[config.mk]
export PLATFORM = sky130hd
export DESIGN_NAME = ctrl_word_queue
export DESIGN_NICKNAME = d
export VERILOG_FILES = /design/src/rtl/ctrl_word_queue_pkg.sv /design/src/rtl/ctrl_word_queue.sv
export SDC_FILE = /design/constraint.sdc
export NUM_CORES = 1
export LEC_CHECK = 0
export ABC_CLOCK_PERIOD_IN_PS = 10400
export CAP_MARGIN = 20
export CORE_AREA = 4 4 195 197
export DETAILED_ROUTE_END_ITERATION = 7
export DIE_AREA = 0 0 199 201
export GPL_TIMING_DRIVEN = 1
export PLACE_DENSITY_LB_ADDON = 0.12
export SYNTH_ARGS = -nofsm -noshare
export SYNTH_HDL_FRONTEND = slang
export SYNTH_SLANG_ARGS = --single-unit
[constraint.sdc]
create_clock -name clk -period 10.4 [get_ports clk]
set_input_delay 1.56 -clock clk [delete_from_list [all_inputs] [get_ports clk]]
set_output_delay 1.56 -clock clk [all_outputs]
set_load 0.05 [all_outputs]
[src/rtl/ctrl_word_queue_pkg.sv]
// rtl/ctrl_word_queue_pkg.sv - decoded-instruction types shared by decode, execute and the queue
//
// Purpose: RV32I control word, raw instruction word and the decode entry that is
// buffered between decode and execute. CTRL_W / ENTRY_W give flat widths for ports.
// Ports: none (package).
package ctrl_word_queue_pkg;

  typedef enum logic [6:0] {
    op_lui   = 7'b0110111,
    op_auipc = 7'b0010111,
    op_jal   = 7'b1101111,
    op_jalr  = 7'b1100111,
    op_br    = 7'b1100011,
    op_load  = 7'b0000011,
    op_store = 7'b0100011,
    op_imm   = 7'b0010011,
    op_reg   = 7'b0110011
  } rv32i_opcode;

  typedef logic [31:0] rv32i_word;

  typedef struct packed {
    rv32i_opcode opcode;
    logic [2:0]  alu_op;
    logic [4:0]  rd;
    logic [4:0]  rs1;
    logic [4:0]  rs2;
    logic        load_regfile;
    logic        mem_read;
    logic        mem_write;
  } rv32i_control_word;

  // pc is fixed at 32 bits; a wider XLEN needs this field widened.
  typedef struct packed {
    rv32i_control_word ctrl;
    logic [31:0]       pc;
    rv32i_word         instr;
  } rv32i_decode_entry;

  localparam int CTRL_W  = $bits(rv32i_control_word);
  localparam int ENTRY_W = $bits(rv32i_decode_entry);

endpackage

[src/rtl/ctrl_word_queue.sv]
// rtl/ctrl_word_queue.sv - FIFO of decoded instruction entries between decode and execute
//
// Purpose: circular buffer of DEPTH decode entries with valid/ready on both sides,
// flush for redirects, occupancy count and optional empty-queue bypass.
// Ports:
//   clk, rst                 clock, synchronous active-high reset
//   flush                    discard all held entries
//   enq_valid/enq_ready      enqueue handshake; enq_ctrl/enq_pc/enq_instr payload
//   deq_valid/deq_ready      dequeue handshake; deq_ctrl/deq_pc/deq_instr head payload
//   count                    entries held (a bypassed entry is never counted)
module ctrl_word_queue
  import ctrl_word_queue_pkg::*;
#(
  parameter int DEPTH  = 4,
  parameter int XLEN   = 32,
  parameter int BYPASS = 0
) (
  input  logic                       clk,
  input  logic                       rst,
  input  logic                       flush,
  input  logic                       enq_valid,
  output logic                       enq_ready,
  input  logic [CTRL_W-1:0]          enq_ctrl,
  input  logic [XLEN-1:0]            enq_pc,
  input  logic [31:0]                enq_instr,
  output logic                       deq_valid,
  input  logic                       deq_ready,
  output logic [CTRL_W-1:0]          deq_ctrl,
  output logic [XLEN-1:0]            deq_pc,
  output logic [31:0]                deq_instr,
  output logic [$clog2(DEPTH+1)-1:0] count
);

  localparam int PTR_W = $clog2(DEPTH);
  localparam int CNT_W = $clog2(DEPTH+1);

  rv32i_decode_entry mem_q [DEPTH];
  logic [PTR_W-1:0]  head_q, head_d, tail_q, tail_d;
  logic [CNT_W-1:0]  count_q, count_d;

  rv32i_decode_entry enq_entry, deq_entry;
  logic empty, bypass_avail, enq_fire, deq_fire, pass_through, wr_en, rd_en;

  always_comb begin
    enq_entry       = '0;
    enq_entry.ctrl  = rv32i_control_word'(enq_ctrl);
    enq_entry.pc    = 32'(enq_pc);
    enq_entry.instr = enq_instr;

    empty        = (count_q == '0);
    bypass_avail = (BYPASS != 0) && empty && enq_valid;
    // enq_ready comes only from registered state: no ready path through deq_ready.
    enq_ready    = (count_q < CNT_W'(DEPTH));
    deq_valid    = !flush && (!empty || bypass_avail);

    // When empty the only way deq_valid can be high is the bypass, so the head
    // comes straight from the enqueue port.
    if (!deq_valid)  deq_entry = '0;
    else if (empty)  deq_entry = enq_entry;
    else             deq_entry = mem_q[head_q];

    enq_fire     = enq_valid && enq_ready;
    deq_fire     = deq_valid && deq_ready;
    pass_through = deq_fire && empty;
    wr_en        = enq_fire && !pass_through && !flush;
    rd_en        = deq_fire && !empty;

    head_d  = head_q;
    tail_d  = tail_q;
    count_d = count_q;
    if (flush) begin
      head_d  = '0;
      tail_d  = '0;
      count_d = '0;
    end else begin
      if (wr_en) tail_d = tail_q + PTR_W'(1);
      if (rd_en) head_d = head_q + PTR_W'(1);
      count_d = count_q + CNT_W'(wr_en) - CNT_W'(rd_en);
    end
  end

  assign deq_ctrl  = deq_entry.ctrl;
  assign deq_pc    = XLEN'(deq_entry.pc);
  assign deq_instr = deq_entry.instr;
  assign count     = count_q;

  always_ff @(posedge clk) begin
    if (rst) begin
      head_q  <= '0;
      tail_q  <= '0;
      count_q <= '0;
    end else begin
      head_q  <= head_d;
      tail_q  <= tail_d;
      count_q <= count_d;
    end
  end

  // Storage is not reset; pointers and count decide what is visible.
  always_ff @(posedge clk) begin
    if (!rst && wr_en) mem_q[tail_q] <= enq_entry;
  end

  a_no_enq_when_full: assert property (@(posedge clk) disable iff (rst)
    !(enq_fire && count_q == CNT_W'(DEPTH)));
  a_no_deq_when_invalid: assert property (@(posedge clk) disable iff (rst)
    !(rd_en && !deq_valid));
  a_count_bound: assert property (@(posedge clk) disable iff (rst)
    count_q <= CNT_W'(DEPTH));

endmodule

Word-level counts from Yosys, hierarchy flattened --
Memories as Yosys holds them, arrays and structs flattened. A register that Yosys moved wholly into a read port is not among the register bits. Cells that the tools add are included.
Cells by class: add/subtract/negate cells 4, mux-type cells 6, magnitude comparators 1, reduce and logical (&&, ||, !) cells 14
Operators by type and width (number):
- two-way mux 92 bit | 2
- logical AND 1 bit | 8
- adder 2 x 1 -> 2 bit, second input constant | 2
- logical NOT 1 bit | 4
- two-way mux 2 bit | 2
- adder 3 x 1 -> 3 bit | 1
- logical NOT 3 bit | 1
- less-than comparator 3 bit, second input constant | 1
- subtractor 3 x 1 -> 3 bit | 1
- two-way mux 1 bit | 2
- OR reduction 2 bit | 1
Storage, ports and cells: RAM bits 368, register bits 7, memories 1, bits of input ports 97, word-level logic and storage cells 29
Memories:
- mem_q | words 4, bits a word 92, rd ports 1, clocked after memory_dff 1, write ports 1, RTL line ctrl_word_queue.sv:37 | rv32i_decode_entry mem_q [DEPTH];

Longest topological paths before layout --
depth in word-level cells 11, depth in mapped cells 10

Worst setup path after synthesis --
OpenSTA, ideal clock, no wires.
kind input -> output, start input flush, end output deq_ctrl[18], cell stages on the path 5, buffers on the path 2, required time 8.840 ns, setup slack 5.686 ns, arrival time 3.154 ns, cells stage by stage clkbuf_1 or2_1 inv_2 clkbuf_1 and2_1
Between the ends: cells in the longest elaborated chain, start to end 3
RTL lines:
- start: declaration | RTL line ctrl_word_queue.sv:20 | input logic flush,
- logical NOT 1 bit | RTL line ctrl_word_queue.sv:54 | deq_valid = !flush && (!empty || bypass_avail);
- logical AND 1 bit | RTL line ctrl_word_queue.sv:54
- net deq_valid | RTL line ctrl_word_queue.sv:26 | output logic deq_valid,
- two-way mux 92 bit | RTL line ctrl_word_queue.sv:58 | if (!deq_valid) deq_entry = '0;
- end: declaration | RTL line ctrl_word_queue.sv:28 | output logic [CTRL_W-1:0] deq_ctrl,
The timed path passes the listed nets, and every way through them passes these cells.

Worst setup path after layout --
start input flush, end output deq_ctrl[7]
Between the ends: cells in the longest elaborated chain, start to end 3
RTL lines (RTL line):
- logical NOT 1 bit | ctrl_word_queue.sv:54
- logical AND 1 bit | ctrl_word_queue.sv:54
- two-way mux 92 bit | ctrl_word_queue.sv:58
Every way passes these cells.

==> flow_summary.yaml <==
final_layout:
  layout.nets: 951
  postLayoutCoreUtil_pct: 50.3
  n_fill_cell: 2958
  drive_gt1_share_pct: 19.4
  instances_no_fill: 1349
  synthToLayoutAreaGrowth_pct: 26.7
status:
  outcome: "finished clean"
critical_path:
  path_cells: "clkdlybuf4s50_1 -> or2_1 -> inv_2 -> buf_4 -> and2_1 -> clkdlybuf4s50_1"
  reg2reg_depth: 3
  cp_common_cell: "clkdlybuf4s50_1"
  regToRegEndpoint: "mem_q[0][7]"
  crit_family: "buffers and inverters"
  timing.rr.start: "count[2]"
  worstSetupStartpointType: "input pin"
  endpoint_kind: "primary output"
  crit_buf_inv: 4
  critical_path.max_stage_delay_ns: 0.81
  crit_type: "input pin to primary output"
  worstSetupStartpoint: "flush"
  path_max_fanout: 61
  critical_path_required_ns: 8.84
  critPathArrivalTime_ns: 4.55
  rrSetupSlack_ns: 7.50
  cp_slowest_cell: "clkdlybuf4s50_1"
placement:
  hpwl_um: 17300
  gp_congestion: 0.692
  place_ws_ns: 4.22
  placed_cells: 1271
  portBuffers: 193
timing:
  timing.fmax_ghz: 0.164
  slew_headroom_pct: 44.5
  tns_ns: 0
  period_needed_ns: 6.11
  hold_violations: 0
  maxSlewViolCount: 0
  tightestPinTransition_ns: 0.832
  clock_skew_ns: 0.0101
  rsz0062_at_grt: "no"
  layout_setup_ws_ns: 4.29
  setup-violations-final: 0
  period_share_pct: 58.7
synth:
  synth_ff_type: "edfxtp_1"
  synth_top_family_by_area: "multiplexers"
  synthCells: 634
  syn-num-nets: 738
  synthTopCellsByCount: "edfxtp_1, and2_1, mux4_2"
  synth_area_leaders: "edfxtp_1, mux4_2, and2_1, dfxtp_1, buf_6"
  synth.avg_cell_area_um2: 22.7
  synth_area_um2: 14400
  muxShareOfSynthArea_pct: 14.5
  synth_compound_area_share_pct: 0.226
  synth.distinct_cells: 24
  yosysTopAreaCell: "edfxtp_1"
  yosys.area_share.simple_pct: 4.66
  synth_fa_ha_area_share_pct: 0.661
  synth-edff-count: 368
  ys_warn_count: 0
  synth_top_area_share_pct: 76.8
  synth.ff_latch_count: 377
  yosysSeqAreaShare_pct: 78.1
  async_flop_share_pct: 0
  synth_most_common_cell: "edfxtp_1"
  synth_xor_area_share_pct: 0.243
floorplan:
  top_level_ports: 194
  start_util_pct: 39.7
  fp.coreArea_um2: 36300
  die_w_um: 199
  fp.dieArea_um2: 40000
  dieHeight_um: 201
  rows: 70
cts:
  ctsLongestPathBuffers: 3
  cts_root_buf: "clkbuf_16"
  path_clk_slew_ns: 0.06
  cts-htree-levels: 2
  cts_hold_buffers: 0
  ctsResizeCount: 0
  cts_setup_buffers: 0
  clk_latency_ns: 0.52
  cts_tree: "yes"
  cts-buffers-inserted: 42
  cts_sinks: 377
route:
  vias_per_cell: 5.05
  ant_nets: 0
  drt_first_pass_iters: 4
  vias: 6808
  drtIter0Drc: 346
  drc: 0
  avgRoutedWirePerCell_um: 21.9
  postRouteWirelength_um: 29500
global_routing:
  overflow: 0
  grt_max_degree: 62
  grt_pass1_vias: 7613
  grt_use_total_pct: 14.9
  grt_pass1_wl_um: 45500
  antenna_found_initial: 3
power_and_ir_drop:
  total_power_mw: 3.36
  p_leak_nw: 5.73
  power.density_nw_per_um2: 184
  peakVddDrop_uv: 108
flow_run:
  cap_viol_max_count: 0
hold_path:
  min_from: "head_q[1]"
  hold_path.class: "flop to flop"
  min_path_cells: 2
## worst max-delay path by stage
stage                         to  cells after the start
finish               deq_ctrl[7]                      6
global placement    deq_ctrl[24]                      6
floorplan           deq_ctrl[18]                      5
CTS                  deq_ctrl[7]                      6
detailed placement   deq_ctrl[7]                      6
global route        deq_ctrl[10]                      6
## cells by family (layout without fill, tap and decap cells)
kind of cell	count (synthesis)	count (layout)
other	0	1
DFF	377	377
and+or+nand+nor	109	109
buffers and inverters	40	286
AOI/OAI and AO/OA	4	4
xor gates and xnor gates	4	4
adders and majority gates	7	7
muxes	93	93
## cell type report
class                   count  area (um^2)  area share [%]
flip-flops and latches    377        11200            61.6
clock buffers              52         1150            6.32
diodes                      1         2.50          0.0137
multi-input cells         217         2940            16.1
repair buffers            201         1990            10.9
inverters                   8         30.0           0.165
well taps                 468          586            3.21
clock inverters            25          297            1.63
## per-layer routing
layer	up-vias	GRT usage (%)	part of all wire, %
li1	3019	-	-
met1	3583	19.4	42
met2	157	25.4	51
met3	43	3.49	5.1
met4	6	3.64	1.7
met5	-	0	0.10
## metrics by stage
step	hold WS (ns)	instance area, um^2
finish	0.573	18200
global route	0.611	18200
CTS	0.571	18200
detailed placement	0.562	16800
global placement	0.548	16800
floorplan	0.513	14400
## state kept, by name (all words and copies together), names as in the netlist, named ones only
| signal | count |
|---|---|
| mem_q | 368 |
| count | 3 |
| head_q | 2 |
| tail_q | 2 |
## power by group
part | internal (mW) | switching (mW)
clock | 0.959 | 0.559
sequential | 1.68 | 0.00475
combinational | 0.0683 | 0.0843
## worst min-delay path: cells and delay by family, from the launching register on
kind	cells	cell delay (ns)
simple gates	1	0.07
xor+xnor	1	0.15
flops	1	0.30
## cells in the final DEF, fill, tap and decap left out
cell,count
edfxtp_1,368
clkdlybuf4s50_1,193
and2_1,94
mux4_2,92
clkbuf_16,45
clkinv_2,11
buf_4,8
inv_1,7
bufinv_16,7
clkbuf_1,7
dfxtp_1,7
ha_1,6
clkinv_1,6
nor3_1,5
and3_4,4
xnor2_1,3
nor2_1,2
o311ai_0,2
o31ai_1,2
dfxtp_4,2
diode_2,1
or2_1,1
inv_2,1
nor2b_1,1
nand2b_1,1
or3_1,1
xor2_1,1
mux2i_1,1
fa_1,1
clkinv_4,1
(Power assumes the default switching activity.)
